## src/rtl/wide_add_sequencer_pkg.sv

```systemverilog
// Shared types and constants for the wide add sequencer.
//   state_t         : sequencer FSM state encoding
//   DEF_SLICE_BITS  : default width of the shared carry-lookahead adder
//   DEF_NUM_SLICES  : default number of slices per operation
//   cnt_width()     : width of the slice counter for a given slice count
package wide_add_pkg;

    typedef enum logic [1:0] {IDLE, RUN, DONE} state_t;

    localparam int unsigned DEF_SLICE_BITS = 16;
    localparam int unsigned DEF_NUM_SLICES = 4;

    // A single-slice build still needs a one-bit counter.
    function automatic int unsigned cnt_width(input int unsigned n);
        return (n > 1) ? $clog2(n) : 1;
    endfunction

endpackage

```

## src/rtl/wide_add_sequencer_if.sv

```systemverilog
// Requester <-> sequencer bundle.
//   start          : request, sampled by the sequencer only when idle
//   a_in, b_in     : operands, captured on the accepted start
//   Cin            : carry-in, captured on the accepted start
//   sub            : subtract select (only when WIDE_ADD_SUB_EN is defined)
//   sum, Cout      : registered result and carry-out
//   busy, done     : operation in flight / one-cycle result-valid pulse
// Modports: master = requester, slave = sequencer.
interface wide_add_sequencer_if
    import wide_add_pkg::*;
#(
    parameter int unsigned WIDTH = DEF_SLICE_BITS * DEF_NUM_SLICES
) ();

    logic             start;
    logic [WIDTH-1:0] a_in;
    logic [WIDTH-1:0] b_in;
    logic             Cin;
`ifdef WIDE_ADD_SUB_EN
    logic             sub;
`endif
    logic [WIDTH-1:0] sum;
    logic             Cout;
    logic             busy;
    logic             done;

`ifdef WIDE_ADD_SUB_EN
    modport master (output start, a_in, b_in, Cin, sub, input sum, Cout, busy, done);
    modport slave  (input start, a_in, b_in, Cin, sub, output sum, Cout, busy, done);
`else
    modport master (output start, a_in, b_in, Cin, input sum, Cout, busy, done);
    modport slave  (input start, a_in, b_in, Cin, output sum, Cout, busy, done);
`endif

endinterface

```

## src/rtl/wide_add_sequencer_cla.sv

```systemverilog
// Combinational Nbits-wide carry-lookahead adder shared by the sequencer.
//   a, b : operands        cin  : carry-in
//   sum  : a + b + cin     cout : carry-out of the top bit
module CarryLookAheadAdderContinuousAssigment #(
    parameter int unsigned Nbits = 16
) (
    input  logic [Nbits-1:0] a,
    input  logic [Nbits-1:0] b,
    input  logic             cin,
    output logic [Nbits-1:0] sum,
    output logic             cout
);

    logic [Nbits-1:0] g;
    logic [Nbits-1:0] p;
    logic [Nbits:0]   c;

    assign g = a & b;
    assign p = a ^ b;

    // Every carry is a flat function of g, p and cin: no carry feeds another.
    always_comb begin
        logic acc;
        logic prop;
        acc  = 1'b0;
        prop = 1'b0;
        c    = '0;
        c[0] = cin;
        for (int i = 0; i < int'(Nbits); i++) begin
            acc  = g[i];
            prop = p[i];
            for (int j = i - 1; j >= 0; j--) begin
                acc  = acc | (prop & g[j]);
                prop = prop & p[j];
            end
            c[i+1] = acc | (prop & cin);
        end
    end

    assign sum  = p ^ c[Nbits-1:0];
    assign cout = c[Nbits];

endmodule

```

## src/rtl/wide_add_sequencer.sv

```systemverilog
// Multi-cycle WIDTH-bit adder built from one SLICE_BITS-wide CLA, one slice per
// clock, LSB slice first, carry chained through a register.
//   clk   : system clock, rising edge
//   reset : asynchronous, active-high
//   bus   : slave side of wide_add_sequencer_if (start/operands in, result out)
// Optional: define WIDE_ADD_SUB_EN to add the sub input (result a_in - b_in,
// Cout=1 meaning no borrow).
module wide_add_sequencer
    import wide_add_pkg::*;
#(
    parameter int unsigned SLICE_BITS = DEF_SLICE_BITS,
    parameter int unsigned NUM_SLICES = DEF_NUM_SLICES
) (
    input logic                clk,
    input logic                reset,
    wide_add_sequencer_if.slave bus
);

    localparam int unsigned     WIDTH      = SLICE_BITS * NUM_SLICES;
    localparam int unsigned     CW         = cnt_width(NUM_SLICES);
    localparam logic [CW-1:0]   LAST_SLICE = CW'(NUM_SLICES - 1);

    localparam logic [1:0] S_IDLE = IDLE;
    localparam logic [1:0] S_RUN  = RUN;
    localparam logic [1:0] S_DONE = DONE;

    logic [1:0]            state_q, state_d;
    logic [CW-1:0]         slice_cnt_q;
    logic                  carry_q;
    logic [WIDTH-1:0]      a_q, b_q;
    logic [WIDTH-1:0]      partial_q, partial_d;
    logic [WIDTH-1:0]      sum_q;
    logic                  cout_q;
    logic [WIDTH-1:0]      b_cap;
    logic                  c_cap;
    logic [SLICE_BITS-1:0] cla_sum;
    logic                  cla_cout;

    CarryLookAheadAdderContinuousAssigment #(
        .Nbits (SLICE_BITS)
    ) u_cla (
        .a    (a_q[slice_cnt_q*SLICE_BITS +: SLICE_BITS]),
        .b    (b_q[slice_cnt_q*SLICE_BITS +: SLICE_BITS]),
        .cin  (carry_q),
        .sum  (cla_sum),
        .cout (cla_cout)
    );

    // Subtraction is a + ~b + 1, so only the captured b and carry differ.
    always_comb begin
`ifdef WIDE_ADD_SUB_EN
        b_cap = bus.sub ? ~bus.b_in : bus.b_in;
        c_cap = bus.sub ? 1'b1 : bus.Cin;
`else
        b_cap = bus.b_in;
        c_cap = bus.Cin;
`endif
    end

    // Partial result with the current slice merged in; on the last slice this
    // is the complete sum.
    always_comb begin
        partial_d = partial_q;
        partial_d[slice_cnt_q*SLICE_BITS +: SLICE_BITS] = cla_sum;
    end

    always_comb begin
        state_d = state_q;
        case (state_q)
            S_IDLE:  if (bus.start) state_d = S_RUN;
            S_RUN:   if (slice_cnt_q == LAST_SLICE) state_d = S_DONE;
            S_DONE:  state_d = S_IDLE;
            default: state_d = S_IDLE;
        endcase
    end

    always_ff @(posedge clk or posedge reset) begin
        if (reset) begin
            state_q     <= S_IDLE;
            slice_cnt_q <= '0;
            carry_q     <= 1'b0;
            a_q         <= '0;
            b_q         <= '0;
            partial_q   <= '0;
            sum_q       <= '0;
            cout_q      <= 1'b0;
        end else begin
            state_q <= state_d;
            case (state_q)
                S_IDLE: begin
                    if (bus.start) begin
                        a_q         <= bus.a_in;
                        b_q         <= b_cap;
                        carry_q     <= c_cap;
                        slice_cnt_q <= '0;
                    end
                end
                S_RUN: begin
                    partial_q   <= partial_d;
                    carry_q     <= cla_cout;
                    slice_cnt_q <= slice_cnt_q + 1'b1;
                    if (slice_cnt_q == LAST_SLICE) begin
                        sum_q  <= partial_d;
                        cout_q <= cla_cout;
                    end
                end
                default: ;
            endcase
        end
    end

    assign bus.sum  = sum_q;
    assign bus.Cout = cout_q;
    assign bus.busy = (state_q != S_IDLE);
    assign bus.done = (state_q == S_DONE);

endmodule

```

## src/flat_wrapper.sv

```systemverilog
// flat-port wrapper written by rule: the top's interface ports become plain ports
module wide_add_sequencer_flat import wide_add_pkg::*;
#(
    parameter int unsigned SLICE_BITS = DEF_SLICE_BITS,
    parameter int unsigned NUM_SLICES = DEF_NUM_SLICES
)
  (clk, reset, bus_start, bus_a_in, bus_b_in, bus_Cin, bus_sum, bus_Cout, bus_busy, bus_done);
  wide_add_sequencer_if #(.WIDTH(((16) * (4)))) bus_i ();
  input logic clk;
  input logic reset;
  input wire logic [$bits(bus_i.start)-1:0] bus_start;
  input wire logic [$bits(bus_i.a_in)-1:0] bus_a_in;
  input wire logic [$bits(bus_i.b_in)-1:0] bus_b_in;
  input wire logic [$bits(bus_i.Cin)-1:0] bus_Cin;
  output wire logic [$bits(bus_i.sum)-1:0] bus_sum;
  output wire logic [$bits(bus_i.Cout)-1:0] bus_Cout;
  output wire logic [$bits(bus_i.busy)-1:0] bus_busy;
  output wire logic [$bits(bus_i.done)-1:0] bus_done;
  assign bus_i.start = bus_start;
  assign bus_i.a_in = bus_a_in;
  assign bus_i.b_in = bus_b_in;
  assign bus_i.Cin = bus_Cin;
  assign bus_sum = bus_i.sum;
  assign bus_Cout = bus_i.Cout;
  assign bus_busy = bus_i.busy;
  assign bus_done = bus_i.done;
  wide_add_sequencer #(.SLICE_BITS(SLICE_BITS), .NUM_SLICES(NUM_SLICES)) u_core (.clk(clk), .reset(reset), .bus(bus_i));
endmodule
```

## config.mk

```make
export PLATFORM = sky130hd
export DESIGN_NAME = wide_add_sequencer_flat
export DESIGN_NICKNAME = d
export VERILOG_FILES = /design/src/rtl/wide_add_sequencer_pkg.sv /design/src/rtl/wide_add_sequencer_if.sv /design/src/rtl/wide_add_sequencer_cla.sv /design/src/rtl/wide_add_sequencer.sv /design/src/flat_wrapper.sv
export SDC_FILE = /design/constraint.sdc
export NUM_CORES = 1
export LEC_CHECK = 0
export BUFFER_PORTS_ARGS = -buffer_cell sky130_fd_sc_hd__buf_4
export CAP_MARGIN = 15
export CORE_ASPECT_RATIO = 1.2
export CORE_UTILIZATION = 39
export DETAILED_ROUTE_END_ITERATION = 10
export GPL_ROUTABILITY_DRIVEN = 0
export GPL_TIMING_DRIVEN = 0
export HOLD_SLACK_MARGIN = 0.12
export PLACE_DENSITY_LB_ADDON = 0.3
export SYNTH_ARGS = -nofsm -noshare
export SYNTH_HDL_FRONTEND = slang
export SYNTH_HIERARCHICAL = 1
export SYNTH_SLANG_ARGS = --single-unit
```

## constraint.sdc

```tcl
create_clock -name clk -period 7 [get_ports clk]
set_input_delay 0.35 -clock clk [delete_from_list [all_inputs] [get_ports clk]]
set_output_delay 0.35 -clock clk [all_outputs]
set_load 0.03 [all_outputs]
```

==> results.sh <==
export IMPL_viasPerCell=5.12
export IMPL_slew_headroom_pct=41.1
export IMPL_avgSynthCellArea_sq_um=10.2
export IMPL_hold_path_class="in -> async"
export IMPL_die_area_sq_mm=0.0300
export IMPL_crit_fanout=10
export IMPL_synth_fp_nets=1274
export IMPL_final_max_slew_viol_count=0
export IMPL_setup_viol=0
export IMPL_finalHoldViolCount=0
export IMPL_n_antenna_cell=0
export IMPL_path_cells="clkbuf_1, clkbuf_1, mux4_2, ha_1, o21a_1, a2111oi_4, o21ai_2, and3b_1, a311oi_2, clkbuf_1, a21oi_1, a21oi_1"
export IMPL_tns_ps=0
export IMPL_grt_max_degree=43
export IMPL_clk_pin_slew_ps=60
export IMPL_place_inst=1709
export IMPL_yosysWarnings=6
export IMPL_synth_distinct_cells=59
export IMPL_cp_start_kind="flip-flop"
export IMPL_cp_common_cell="clkbuf_1"
export IMPL_synth_top_area_share_pct=53.8
export IMPL_ant_nets=0
export IMPL_antenna_found_initial=0
export IMPL_grt_pass1_wl_mm=54.6
export IMPL_pre_cts_ws_ps=2710
export IMPL_ys_top_cells_by_area="dfrtp_1, nand2_1, mux4_2, a22o_1, a21oi_1"
export IMPL_power_leakage_nw=7.76
export IMPL_yosysTopAreaCell="dfrtp_1"
export IMPL_stdcell_count=1886
export IMPL_worst_ep_arrival_time_ps=4710
export IMPL_hpwl_mm=24.0
export IMPL_crit_family="compound AO/OA/AOI/OAI gates"
export IMPL_grt_overflow=0
export IMPL_placedInstanceArea_sq_mm=0.0136
export IMPL_io_pins=199
export IMPL_fin_skew_ps=10.5
export IMPL_synth_edff_count=0
export IMPL_ys_seq_elements=246
export IMPL_cts_sinks=246
export IMPL_insertion_delay_ps=530
export IMPL_track_usage_pct=23.9
export IMPL_cts_root_buf="clkbuf_16"
export IMPL_grt_pass1_vias=9939
export IMPL_die_width_microns=158
export IMPL_first_iter_violations=608
export IMPL_final_cell_area_sq_mm=0.0158
export IMPL_numCtsBuffers=26
export IMPL_htree_levels=1
export IMPL_cts_tree="built"
export IMPL_dieHeight_microns=190
export IMPL_drv_cap=0
export IMPL_critPathMaxStageDelay_ps=670
export IMPL_worstSetupEndpointType="flip-flop"
export IMPL_rsz0062_at_grt="no"
export IMPL_outcome="finished, final reports clean"
export IMPL_ys_top_cells_by_count="nand2_1, dfrtp_1, a21oi_1"
export IMPL_drive_gt1_share_pct=24.0
export IMPL_worst_pin_slew_ps=878
export IMPL_coreArea_sq_mm=0.0288
export IMPL_start_util_pct=39.7
export IMPL_syn_area_sq_mm=0.0114
export IMPL_drc=0
export IMPL_synth_most_common_cell="nand2_1"
export IMPL_fillers=2497
export IMPL_synth_ff_type="dfrtp_1"
export IMPL_area_delta_synth_final_pct=37.9
export IMPL_ys_seq_area_share_pct=53.8
export IMPL_wl_mm=34.5
export IMPL_wl_per_cell_microns=18.3
export IMPL_async_flop_share_pct=100
export IMPL_ir_drop_uv=450
export IMPL_vias=9651
export IMPL_min_period_ps=4270
export IMPL_synth_cells=1119
export IMPL_cp_slowest_cell="clkbuf_1"
export IMPL_first_pass_iters=5
export IMPL_crit_buf_inv=3
export IMPL_setup_ws_ps=2730
export IMPL_powerDensity_mw_per_mm2=565
export IMPL_rrSetupSlack_ps=2730
export IMPL_crit_type="reg -> reg"
export IMPL_row_count=68
export IMPL_period_share_pct=61.0
export IMPL_io_buffer_count=198
export IMPL_fmax_ghz=0.234
export IMPL_clock_path_buffers=3
export IMPL_worstPathRequired_ps=7450
export IMPL_final_nets=1637
[layer usage]
| metal | part of all wire [%] | track usage (%) | up-vias |
|---|---|---|---|
| met5 | 0 | 0 | - |
| li1 | - | - | 4539 |
| met4 | 2.6 | 7.06 | 0 |
| met1 | 41 | 30.2 | 4758 |
| met3 | 4.8 | 2.76 | 58 |
| met2 | 52 | 42.5 | 296 |
[cells in the final DEF, fill, tap and decap left out, drive strengths merged, types with 12 or more instances in the layout]
master	n
ha	22
a22o	60
nor2	53
dfrtp	246
a21oi	65
inv	12
nor2b	18
nand2	402
clkbuf	72
mux4	32
dlygate4sd3	130
a32oi	28
buf	259
[registers in the layout, summed over array words and instances, names as in the netlist]
name,count
u_core/bus.Cout,1
u_core/slice_cnt_q,2
u_core/b_q,64
u_core/a_q,64
u_core/carry_q,1
u_core/partial_q,48
u_core/bus.sum,64
u_core/state_q,2
[cells by family (layout without fill, tap and decap cells)]
logic type                 count (synthesis)  in the layout  share of synthesized area [%]
AOI/OAI and AO/OA                        196            196                           12.8
xor gates and xnor gates                  13             13                          0.995
adders and majority gates                 23             23                           2.58
buffers and inverters                    101            483                           5.19
DFF                                      246            246                           53.8
muxes                                     33             33                           6.39
and+or+nand+nor                          507            507                           18.3
[final timing paths]
path	start	depth (start not counted)	to
max	u_core/slice_cnt_q[1]	12	u_core/bus.sum[14]
min	reset	3	u_core/a_q[24]
max reg2reg	u_core/slice_cnt_q[1]	12	u_core/bus.sum[14]
min reg2reg	u_core/b_q[59]	2	u_core/b_q[59]
max in group asynchronous	reset	6	u_core/bus.sum[6]
min in group clk	u_core/b_q[59]	2	u_core/b_q[59]
[area by class of cell]
cell class	instances	area, sq um	area share, %
clock inverters	9	126	0.801
clock buffers	38	787	4.99
multi-input cells	772	4700	29.8
plain buffers	88	546	3.46
inverters	13	52.6	0.333
flip-flops and latches	246	6160	39.0
repair buffers	335	2940	18.6
well taps	385	482	3.05
[worst reg2reg max path: cells and delay by family, from the launching register on]
| kind | cells | cell delay [ps] |
|---|---|---|
| adders and majority gates | 1 | 340 |
| muxes | 1 | 460 |
| and+or+nand+nor | 1 | 190 |
| DFF | 1 | 370 |
| buffers and inverters | 3 | 1360 |
| AOI/OAI and AO/OA | 6 | 1480 |
[through the flow]
stage | total power, mW | util [%] | hold WS [ps]
after floorplan | 5.69 | - | 440
final | 8.91 | 54.7 | 453
after CTS | 8.94 | 54.7 | 446
after global routing | 9.51 | 54.7 | 470
after global placement | 7.31 | 46.5 | 453
after detailed placement | 7.40 | 47.0 | 442
[timing repair]
action / 4_1_cts / 5_1_grt
resized for setup: 0 / 0
hold buffers: 130 / 0
endpoints found under the hold margin: 147 / 0
buffers inserted: 0 / 0
[power by group]
| part | leakage [nW] | switching (mW) | internal [mW] |
|---|---|---|---|
| clock network | 0.450 | 0.552 | 0.887 |
| registers | 3.11 | 0.342 | 2.03 |
| logic | 4.20 | 3.24 | 1.87 |
| total | 7.76 | 4.13 | 4.78 |
(Power assumes the default switching activity.)
